===== config.mk =====
export PLATFORM = sky130hd
export DESIGN_NAME = noc_input_unit_p
export DESIGN_NICKNAME = d
export VERILOG_FILES = /design/src/rtl/noc_input_unit_p_pkg.sv /design/src/rtl/noc_vc_fifo.sv /design/src/rtl/noc_input_unit_p.sv
export SDC_FILE = /design/constraint.sdc
export NUM_CORES = 1
export LEC_CHECK = 0
export ABC_AREA = 0
export CAP_MARGIN = 20
export CORE_MARGIN = 1.5
export CORE_UTILIZATION = 50
export DETAILED_ROUTE_END_ITERATION = 12
export GPL_TIMING_DRIVEN = 0
export HOLD_SLACK_MARGIN = 0.03
export PLACE_DENSITY = 0.71
export SYNTH_ARGS = -nofsm -noshare
export SYNTH_HDL_FRONTEND = slang
export SYNTH_SLANG_ARGS = --single-unit

===== constraint.sdc =====
create_clock -name clk -period 4 [get_ports clk]
set_clock_uncertainty 0.05 [all_clocks]
set_input_delay 0.8 -clock clk [delete_from_list [all_inputs] [get_ports clk]]
set_output_delay 0.8 -clock clk [all_outputs]
set_load 0.02 [all_outputs]

===== src/rtl/noc_input_unit_p_pkg.sv =====
// Shared NoC definitions: direction codes, routing modes and the route-compute
// function that any router in the mesh can reuse.
package noc_input_unit_p_pkg;

  typedef enum logic [2:0] {
    DIR_N = 3'd0,
    DIR_S = 3'd1,
    DIR_E = 3'd2,
    DIR_W = 3'd3,
    DIR_L = 3'd4
  } dir_e;

  localparam logic RT_XY = 1'b0;
  localparam logic RT_YX = 1'b1;

  // Coordinates are zero-extended to this width before comparison.
  localparam int MAX_COORD_W = 8;

  function automatic dir_e compute_route(
    input logic [MAX_COORD_W-1:0] cur_x,
    input logic [MAX_COORD_W-1:0] cur_y,
    input logic [MAX_COORD_W-1:0] dst_x,
    input logic [MAX_COORD_W-1:0] dst_y,
    input logic                   alg
  );
    dir_e x_dir;
    dir_e y_dir;
    logic x_eq;
    logic y_eq;
    x_eq  = (dst_x == cur_x);
    y_eq  = (dst_y == cur_y);
    x_dir = (dst_x > cur_x) ? DIR_E : DIR_W;
    y_dir = (dst_y > cur_y) ? DIR_N : DIR_S;
    if (alg == RT_XY) begin
      compute_route = !x_eq ? x_dir : (!y_eq ? y_dir : DIR_L);
    end else begin
      compute_route = !y_eq ? y_dir : (!x_eq ? x_dir : DIR_L);
    end
  endfunction

endpackage


===== src/rtl/noc_vc_fifo.sv =====
// Show-ahead virtual-channel FIFO: head entry is always visible on rd_data,
// write and read may both fire in one cycle.
module noc_vc_fifo #(
  parameter int DATA_WIDTH = 32,
  parameter int DEPTH      = 4,
  localparam int PTR_W     = $clog2(DEPTH),
  localparam int CNT_W     = PTR_W + 1
) (
  input  logic                  clk,
  input  logic                  rst_n,
  input  logic                  wr_en,
  input  logic [DATA_WIDTH-1:0] wr_data,
  output logic                  full,
  input  logic                  rd_en,
  output logic [DATA_WIDTH-1:0] rd_data,
  output logic                  empty,
  output logic [CNT_W-1:0]      count
);

  logic [DATA_WIDTH-1:0] mem_q [DEPTH];
  logic [PTR_W-1:0]      wr_ptr_q, wr_ptr_d;
  logic [PTR_W-1:0]      rd_ptr_q, rd_ptr_d;
  logic [CNT_W-1:0]      count_q, count_d;
  logic                  wr_fire;
  logic                  rd_fire;

  assign full    = (count_q == CNT_W'(DEPTH));
  assign empty   = (count_q == '0);
  assign count   = count_q;
  assign rd_data = mem_q[rd_ptr_q];

  // A full FIFO refuses writes even when it is popped in the same cycle.
  assign wr_fire = wr_en && !full;
  assign rd_fire = rd_en && !empty;

  // NOTE: every always_comb output gets a default first so no path can infer a latch.
  always_comb begin
    wr_ptr_d = wr_ptr_q;
    rd_ptr_d = rd_ptr_q;
    count_d  = count_q;
    if (wr_fire) wr_ptr_d = wr_ptr_q + PTR_W'(1);
    if (rd_fire) rd_ptr_d = rd_ptr_q + PTR_W'(1);
    case ({wr_fire, rd_fire})
      2'b10:   count_d = count_q + CNT_W'(1);
      2'b01:   count_d = count_q - CNT_W'(1);
      default: count_d = count_q;
    endcase
  end

  // NOTE: state flops use non-blocking assignments so every flop samples pre-edge values.
  always_ff @(posedge clk) begin
    if (!rst_n) begin
      wr_ptr_q <= '0;
      rd_ptr_q <= '0;
      count_q  <= '0;
    end else begin
      wr_ptr_q <= wr_ptr_d;
      rd_ptr_q <= rd_ptr_d;
      count_q  <= count_d;
    end
  end

  // NOTE: storage is deliberately not reset; the count makes stale entries invisible.
  always_ff @(posedge clk) begin
    if (wr_fire) mem_q[wr_ptr_q] <= wr_data;
  end

endmodule


===== src/rtl/noc_input_unit_p.sv =====
// Router input port: decodes the header destination, routes XY or YX, and
// steers the flit into one of NUM_DIRS show-ahead VC FIFOs.
module noc_input_unit_p
  import noc_input_unit_p_pkg::*;
#(
  parameter int DATA_WIDTH        = 32,
  parameter int ROUTER_ADDR_WIDTH = 4,
  parameter int NUM_DIRS          = 5,
  parameter int VC_DEPTH          = 4,
  parameter int ROUTING_ALGORITHM = 0,
  parameter int STALL_CNT_WIDTH   = 16,
  localparam int CNT_W            = $clog2(VC_DEPTH) + 1
) (
  input  logic                           clk,
  input  logic                           rst_n,
  input  logic [ROUTER_ADDR_WIDTH-1:0]   router_addr,
  input  logic [DATA_WIDTH-1:0]          in_packet,
  input  logic                           in_valid,
  output logic                           in_ready,
  output logic [NUM_DIRS*DATA_WIDTH-1:0] out_data,
  output logic [NUM_DIRS-1:0]            out_valid,
  input  logic [NUM_DIRS-1:0]            out_ready,
  output logic [NUM_DIRS*CNT_W-1:0]      vc_count,
  output logic [2:0]                     route_dir,
  output logic [STALL_CNT_WIDTH-1:0]     stall_count,
  input  logic                           stall_clr
);

  localparam int HW = ROUTER_ADDR_WIDTH / 2;

  logic [ROUTER_ADDR_WIDTH-1:0] dst_addr;
  logic [NUM_DIRS-1:0]          vc_full;
  logic [NUM_DIRS-1:0]          vc_empty;
  logic [NUM_DIRS-1:0]          wr_en;
  logic [STALL_CNT_WIDTH-1:0]   stall_q, stall_d;

  assign dst_addr  = in_packet[DATA_WIDTH-1 -: ROUTER_ADDR_WIDTH];
  assign route_dir = compute_route(
    MAX_COORD_W'(router_addr[ROUTER_ADDR_WIDTH-1 -: HW]),
    MAX_COORD_W'(router_addr[HW-1:0]),
    MAX_COORD_W'(dst_addr[ROUTER_ADDR_WIDTH-1 -: HW]),
    MAX_COORD_W'(dst_addr[HW-1:0]),
    1'(ROUTING_ALGORITHM)
  );

  // Ready depends only on the routed VC, never on in_valid.
  assign in_ready = !vc_full[route_dir];

  for (genvar d = 0; d < NUM_DIRS; d++) begin : g_vc
    assign wr_en[d]     = in_valid && in_ready && (route_dir == 3'(d));
    assign out_valid[d] = !vc_empty[d];

    noc_vc_fifo #(
      .DATA_WIDTH(DATA_WIDTH),
      .DEPTH     (VC_DEPTH)
    ) u_fifo (
      .clk    (clk),
      .rst_n  (rst_n),
      .wr_en  (wr_en[d]),
      .wr_data(in_packet),
      .full   (vc_full[d]),
      .rd_en  (out_ready[d]),
      .rd_data(out_data[d*DATA_WIDTH +: DATA_WIDTH]),
      .empty  (vc_empty[d]),
      .count  (vc_count[d*CNT_W +: CNT_W])
    );
  end

  always_comb begin
    stall_d = stall_q;
    if (stall_clr) begin
      stall_d = '0;
    end else if (in_valid && !in_ready && (stall_q != '1)) begin
      stall_d = stall_q + STALL_CNT_WIDTH'(1);
    end
  end

  always_ff @(posedge clk) begin
    if (!rst_n) stall_q <= '0;
    else        stall_q <= stall_d;
  end

  assign stall_count = stall_q;

endmodule

# Word-level counts from Yosys, hierarchy flattened
# Memory sizes are Yosys's and may differ from the RTL's. A register that Yosys moved wholly into a read port is not among the register bits.
# Cells that the tools add are included.
# W data, S select, Z words.
totals:
  ramBits: 640
  latch_bits: 0
  input_bits: 45
  word_cells: 140
  reg_bits: 51
  mem_bits_ro: 0
  mem_count: 5
classes:
  n_reduce_logical: 41
  multipliers: 0
  magnitude_cmp: 3
  n_mux: 31
  n_eq_ne: 22
  div_mod_pow: 0
  shifts: 0
  bitwise: 1
  add_sub_neg: 21
memory_table:
  columns: ["memory", "words", "word_bits", "rd", "rd_clocked_by_memory_dff", "wr", "line", "source"]
  rows:
  - ["g_vc[0].u_fifo.mem_q", 4, 32, 1, 1, 1, "noc_vc_fifo.sv:20", "logic [DATA_WIDTH-1:0] mem_q [DEPTH];"]
  - ["g_vc[1].u_fifo.mem_q", 4, 32, 1, 1, 1, "noc_vc_fifo.sv:20", null]
  - ["g_vc[2].u_fifo.mem_q", 4, 32, 1, 1, 1, "noc_vc_fifo.sv:20", null]
  - ["g_vc[3].u_fifo.mem_q", 4, 32, 1, 1, 1, "noc_vc_fifo.sv:20", null]
  - ["g_vc[4].u_fifo.mem_q", 4, 32, 1, 1, 1, "noc_vc_fifo.sv:20", null]
op_table:
  columns: ["cell", "count"]
  rows:
  - ["$pmux W3 S2", 5]
  - ["$add A2 B1 Y2 const B", 10]
  - ["$mux W2", 10]
  - ["$eq A3 B3 Y1 const B", 6]
  - ["$logic_and A1 B1 Y1", 18]
  - ["$logic_not A3 Y1", 6]
  - ["$add A16 B1 Y16 const B", 1]
  - ["$ne A16 B16 Y1 const B", 1]
  - ["$add A3 B1 Y3 const B", 5]
  - ["$sub A3 B1 Y3 const B", 5]
  - ["$mux W1", 13]
  - ["$logic_not A1 Y1", 11]
  - ["$eq A2 B1 Y1 const B", 5]
  - ["$eq A2 B2 Y1 const B", 5]
  - ["$reduce_bool A2 Y1", 5]
  - ["$eq A3 B2 Y1 const B", 2]
  - ["$mux W3", 2]
  - ["$eq A2 B2 Y1", 2]
  - ["$gt A2 B2 Y1", 2]
  - ["$lt A3 B4 Y1 const B", 1]
  - ["$bmux W1 S3", 1]
  - ["$eq A3 B1 Y1 const B", 1]
  - ["$reduce_or A2 Y1", 1]
  - ["$not A1 Y1", 1]

# Logic depth before layout (Yosys ltp)
depth:
  ltp_word: 12
  mapped_depth: 14

# Hierarchy
# From an unflattened synthesis, not the netlist that was laid out.
hier_totals:
  cells_unflattened: 1246
  area_unflattened_um2: 26746.9
by_module_without_submodules:
  columns: ["mod", "cells_per_inst", "seq_area_each_um2", "n_inst", "area_per_inst_um2"]
  rows:
  - ["noc_vc_fifo", 221, 4023.9, 5, 5144.9]
  - ["noc_input_unit_p", 141, 320.3, 1, 1022.2]

# Worst setup path before layout
# No wires, ideal clock.
synth_path:
  path_type: "input port to flip-flop"
  startpoint: "in router_addr[3]"
  endpoint: "mem g_vc[3].u_fifo.mem_q[0][0], enable pin"
  required_time_ns: 3.558
  arrival_ns: 2.913
  slack_ns: 0.645
  setup_time_ns: 0.392
  cell_stages: 7
  path_buffers: 1
  cell_sequence: "inv_1 ha_1 and2b_1 a311oi_1 and3_1 clkbuf_1 and2_1"
synth_between:
  elab_chain_len: 11
synth_rtl:
  columns: ["item", "line", "source"]
  rows:
  - ["start: declaration", "noc_input_unit_p.sv:16", "input logic [ROUTER_ADDR_WIDTH-1:0] router_addr,"]
  - ["$gt A2 B2 Y1", "noc_input_unit_p_pkg.sv:32", "x_dir = (dst_x > cur_x) ? DIR_E : DIR_W;"]
  - ["$mux W1", "noc_input_unit_p_pkg.sv:32", null]
  - ["$mux W3 *", "noc_input_unit_p_pkg.sv:35", "compute_route = !x_eq ? x_dir : (!y_eq ? y_dir : DIR_L);"]
  - ["$bmux W1 S3", "noc_input_unit_p.sv:47", "assign in_ready = !vc_full[route_dir];"]
  - ["$mux W1 (not written as such)", "noc_input_unit_p.sv:47", null]
  - ["$logic_not A1 Y1", "noc_input_unit_p.sv:47", null]
  - ["$logic_and A1 B1 Y1", "noc_input_unit_p.sv:50", "assign wr_en[d] = in_valid && in_ready && (route_dir == 3'(d));"]
  - ["$logic_and A1 B1 Y1 *", "noc_input_unit_p.sv:50", null]
  - ["$logic_and A1 B1 Y1 *", "noc_vc_fifo.sv:33", "assign wr_fire = wr_en && !full;"]
  - ["$mux W1 *", "noc_vc_fifo.sv:65", "if (wr_fire) mem_q[wr_ptr_q] <= wr_data;"]
  - ["$mux W1 (not written as such) *", "noc_vc_fifo.sv:65", null]
  - ["end: declaration", "noc_vc_fifo.sv:20", null]
# Every way passes the cells marked *; elsewhere a longest branch is shown, timed or not. The select of a mux whose other input is x is not followed.

# Final worst setup path
layout_path:
  startpoint: "in router_addr[3]"
  endpoint: "out in_ready"
layout_between:
  elab_chain_len: 6
layout_rtl:
  columns: ["item", "line", "source"]
  rows:
  - ["$gt A2 B2 Y1", "noc_input_unit_p_pkg.sv:32", null]
  - ["$mux W1", "noc_input_unit_p_pkg.sv:32", null]
  - ["$mux W3 *", "noc_input_unit_p_pkg.sv:35", null]
  - ["$bmux W1 S3 *", "noc_input_unit_p.sv:47", null]
  - ["$mux W1 (not written as such) *", "noc_input_unit_p.sv:47", null]
  - ["$logic_not A1 Y1 *", "noc_input_unit_p.sv:47", null]
  - ["end: declaration", "noc_input_unit_p.sv:19", "output logic in_ready,"]
# Marks and branches as above.

==> results.yml <==
sta:
  timing.final.max_slew_violations: 0
  final_period_minus_worst_setup_slack_ps: 3930
  holdWs_ps: 461
  maxSlewHeadroom: 0.406
  max_freq_mhz: 254
  slew_at_the_pin_with_the_worst_max_slew_slack_ps: 888
  grt_setup_unrepaired: "yes"
  finalHoldViolations: 0
  setup_viol: 0
  layout_worst_path_cycle_share: 0.983
grt:
  grt_pass1_wl_um: 82800
  grt_util_all_layers: 0.215
  first_global_vias: 12808
  grt.overflow.total: 0
  grt_start_max_net_pins: 23
  antenna_found_initial: 0
drt:
  ant_nets: 0
  drc_errors: 0
  drt_iter0_drc: 1058
  routed_wirelength_um: 56500
  drt-vias-per-instance: 5.57
  route.detailed.wl_per_inst_um: 24.9
  vias: 12623
  firstDrtPassIters: 5
min_path:
  holdCritStartpoint: "stall_count[5]"
  min-delay-path-class: "reg2reg"
  min_path_cells: 2
  hold_path_end: "stall_count[5]"
placed_design:
  port_buffers: 244
  postPlaceCellArea_sq_um: 30000
  detailed_place_hpwl_um: 36300
  gpl.final_weighted_congestion: 0.804
layout:
  num-fill-cells: 3598
  share_of_final_layout_standard_cells_stronger_than_drive_strength_1: 0.200
  insertedDiodeCount: 0
  layout.cells.most_common: "sky130_fd_sc_hd__edfxtp_1"
  final_cell_area_sq_um: 32200
  most-common-layout-cells: "640 x sky130_fd_sc_hd__edfxtp_1, 240 x sky130_fd_sc_hd__clkdlybuf4s50_1, 160 x sky130_fd_sc_hd__mux4_2"
  syn_to_final_growth_pct: 22.4
  finalNetCount: 1617
setup_path:
  worst_ep_required_time_ps: 3150
  crit_arrival_ps: 3080
  path_class: "in2out"
  ff_to_ff_setup_slack_ps: 1370
  worst_setup_path_end_kind: "primary output"
  worst-path-max-fanout: 6
  regToRegStartpoint: "g_vc[4].u_fifo.count[2]"
  r2r_end: "g_vc[4].u_fifo.count[2]"
  critPathLaunchType: "input pin"
  rr_worst_depth: 9
yosys:
  post_synth.cell_area_avg_sq_um: 21.9
  post_synth_instance_area_sq_um: 26300
  netlist_instances: 1204
  synth-main-ff-cell: "sky130_fd_sc_hd__edfxtp_1"
  yosysTopAreaCell: "sky130_fd_sc_hd__edfxtp_1"
  ys_seq_elements: 701
  yosysTopAreaCellShare: 0.730
  yosys-top-cells-area: "sky130_fd_sc_hd__edfxtp_1 73%, sky130_fd_sc_hd__mux4_2 14%, sky130_fd_sc_hd__dfxtp_1 4.6%"
  yosys_warnings: 0
  synth_edf_count: 640
  synthesis.nets: 1284
  synth_sequential_area_ratio: 0.777
  async_reset_ff_frac: 0
  netlist-cell-type-count: 42
die:
  die_area_sq_um: 54000
  fp.dieH_um: 232
  core_region_area_sq_um: 51600
  die_width_um: 232
  core.rowCount: 83
  initial_core_util: 0.510
  io-pin-count: 245
pwr:
  power.density_cell_area_nw_per_um2: 537
  vdd_drop_max_uv: 396
  static-leakage-power_uw: 0.0101
  design_power_total_uw: 17300
clock_tree:
  clock-sinks: 701
  cts_made_buffers: 70
  clk_latency_ps: 590
  post_cts_hold_buffer_count: 0
  cts.clk_slew.worst_paths_ps: 60
  max-clock-path-buffers: 3
  ctsHtreeMaxLevel: 3
  tritoncts: "yes"
  clk_root_buf: "sky130_fd_sc_hd__clkbuf_16"
job:
  timing.max_cap.violations: 0
run_status:
  run_status: "complete, no violations"
-- flip-flops by register name, summed over array words and instances, names as in the netlist, named ones only --
signal	flops
stall_count	16
g_vc.u_fifo.mem_q	640
g_vc.u_fifo.wr_ptr_q	10
g_vc.u_fifo.rd_ptr_q	10
g_vc.u_fifo.count	15
-- worst max path at each step --
stage,startpoint,end,slack (ps),cells after the start
3_3_place_gp,in_packet[30],g_vc[3].u_fifo.mem_q[0][11],-1450,8
2_1_floorplan,router_addr[3],g_vc[3].u_fifo.mem_q[0][0],640,7
3_5_place_dp,in_packet[30],in_ready,-840,9
5_1_grt,router_addr[3],in_ready,-10,8
4_1_cts,router_addr[3],in_ready,-2,9
6_report,router_addr[3],in_ready,70,8
-- synthesized netlist by cell type (all sizes together) (11+ instances only) --
| cell type | instances |
|---|---|
| a21oi | 11 |
| buf | 24 |
| and2 | 58 |
| xnor2 | 16 |
| edfxtp | 640 |
| clkbuf | 20 |
| ha | 30 |
| xor2 | 14 |
| inv | 36 |
| nand2 | 23 |
| or3 | 18 |
| mux4 | 160 |
| dfxtp | 61 |
| o21ai | 20 |
-- logic make-up after synthesis --
kind of cell               synth area share
xor gates and xnor gates            0.00999
buffers and inverters                0.0123
AOI/OAI and AO/OA                    0.0103
adders and majority gates            0.0181
and+or+nand+nor                      0.0327
DFF                                   0.777
muxes                                 0.140
-- report_power, final --
part | leakage [uW] | switching, uW | internal (uW)
Combinational | 0.00281 | 1470 | 1350
Clock | 0.00105 | 2610 | 3580
Sequential | 0.00627 | 105 | 8180
-- critical path, stage by stage --
cell	delay [ps]
sky130_fd_sc_hd__clkdlybuf4s50_1	470
sky130_fd_sc_hd__inv_1	50
sky130_fd_sc_hd__ha_1	290
sky130_fd_sc_hd__and2b_1	210
sky130_fd_sc_hd__a311oi_2	370
sky130_fd_sc_hd__o31ai_4	170
sky130_fd_sc_hd__nand2_1	110
sky130_fd_sc_hd__clkdlybuf4s50_1	600
-- timing repair --
item | CTS | global route
setup buffers | 0 | 0
gates cloned | 0 | 0
resized for setup | 16 | 3
setup endpoints to repair | 29 | 4
-- routing by layer --
metal  global-route usage  vias up  routed length, um
li1                     -     5548                  -
met4               0.0588        0                926
met2                0.347      379              27900
met5                    0        -                  0
met1                0.304     6636              24200
met3               0.0392       60               3490
-- area by class of cell --
class / instances / area (sq um) / area share
flip-flops and latches: 701 / 20400 / 0.635
multi-input cells: 423 / 5580 / 0.173
plain buffers: 41 / 176 / 0.00548
repair buffers: 264 / 2840 / 0.0882
inverters: 36 / 135 / 0.00420
clock buffers: 95 / 1970 / 0.0613
well taps: 680 / 851 / 0.0264
clock inverters: 27 / 195 / 0.00606
-- stage by stage --
step | std cells | worst slack (ps) | TNS, ps | utilization
3_3_place_gp | 2128 | -1450 | -891540 | 0.574
3_5_place_dp | 2148 | -844 | -311130 | 0.582
4_1_cts | 2268 | -1.54 | -1.54 | 0.624
6_report | 2267 | 67.8 | 0 | 0.624
5_1_grt | 2267 | -9.63 | -9.63 | 0.624
2_1_floorplan | 1204 | 645 | 0 | -
Power figures use the tool's default switching activity.
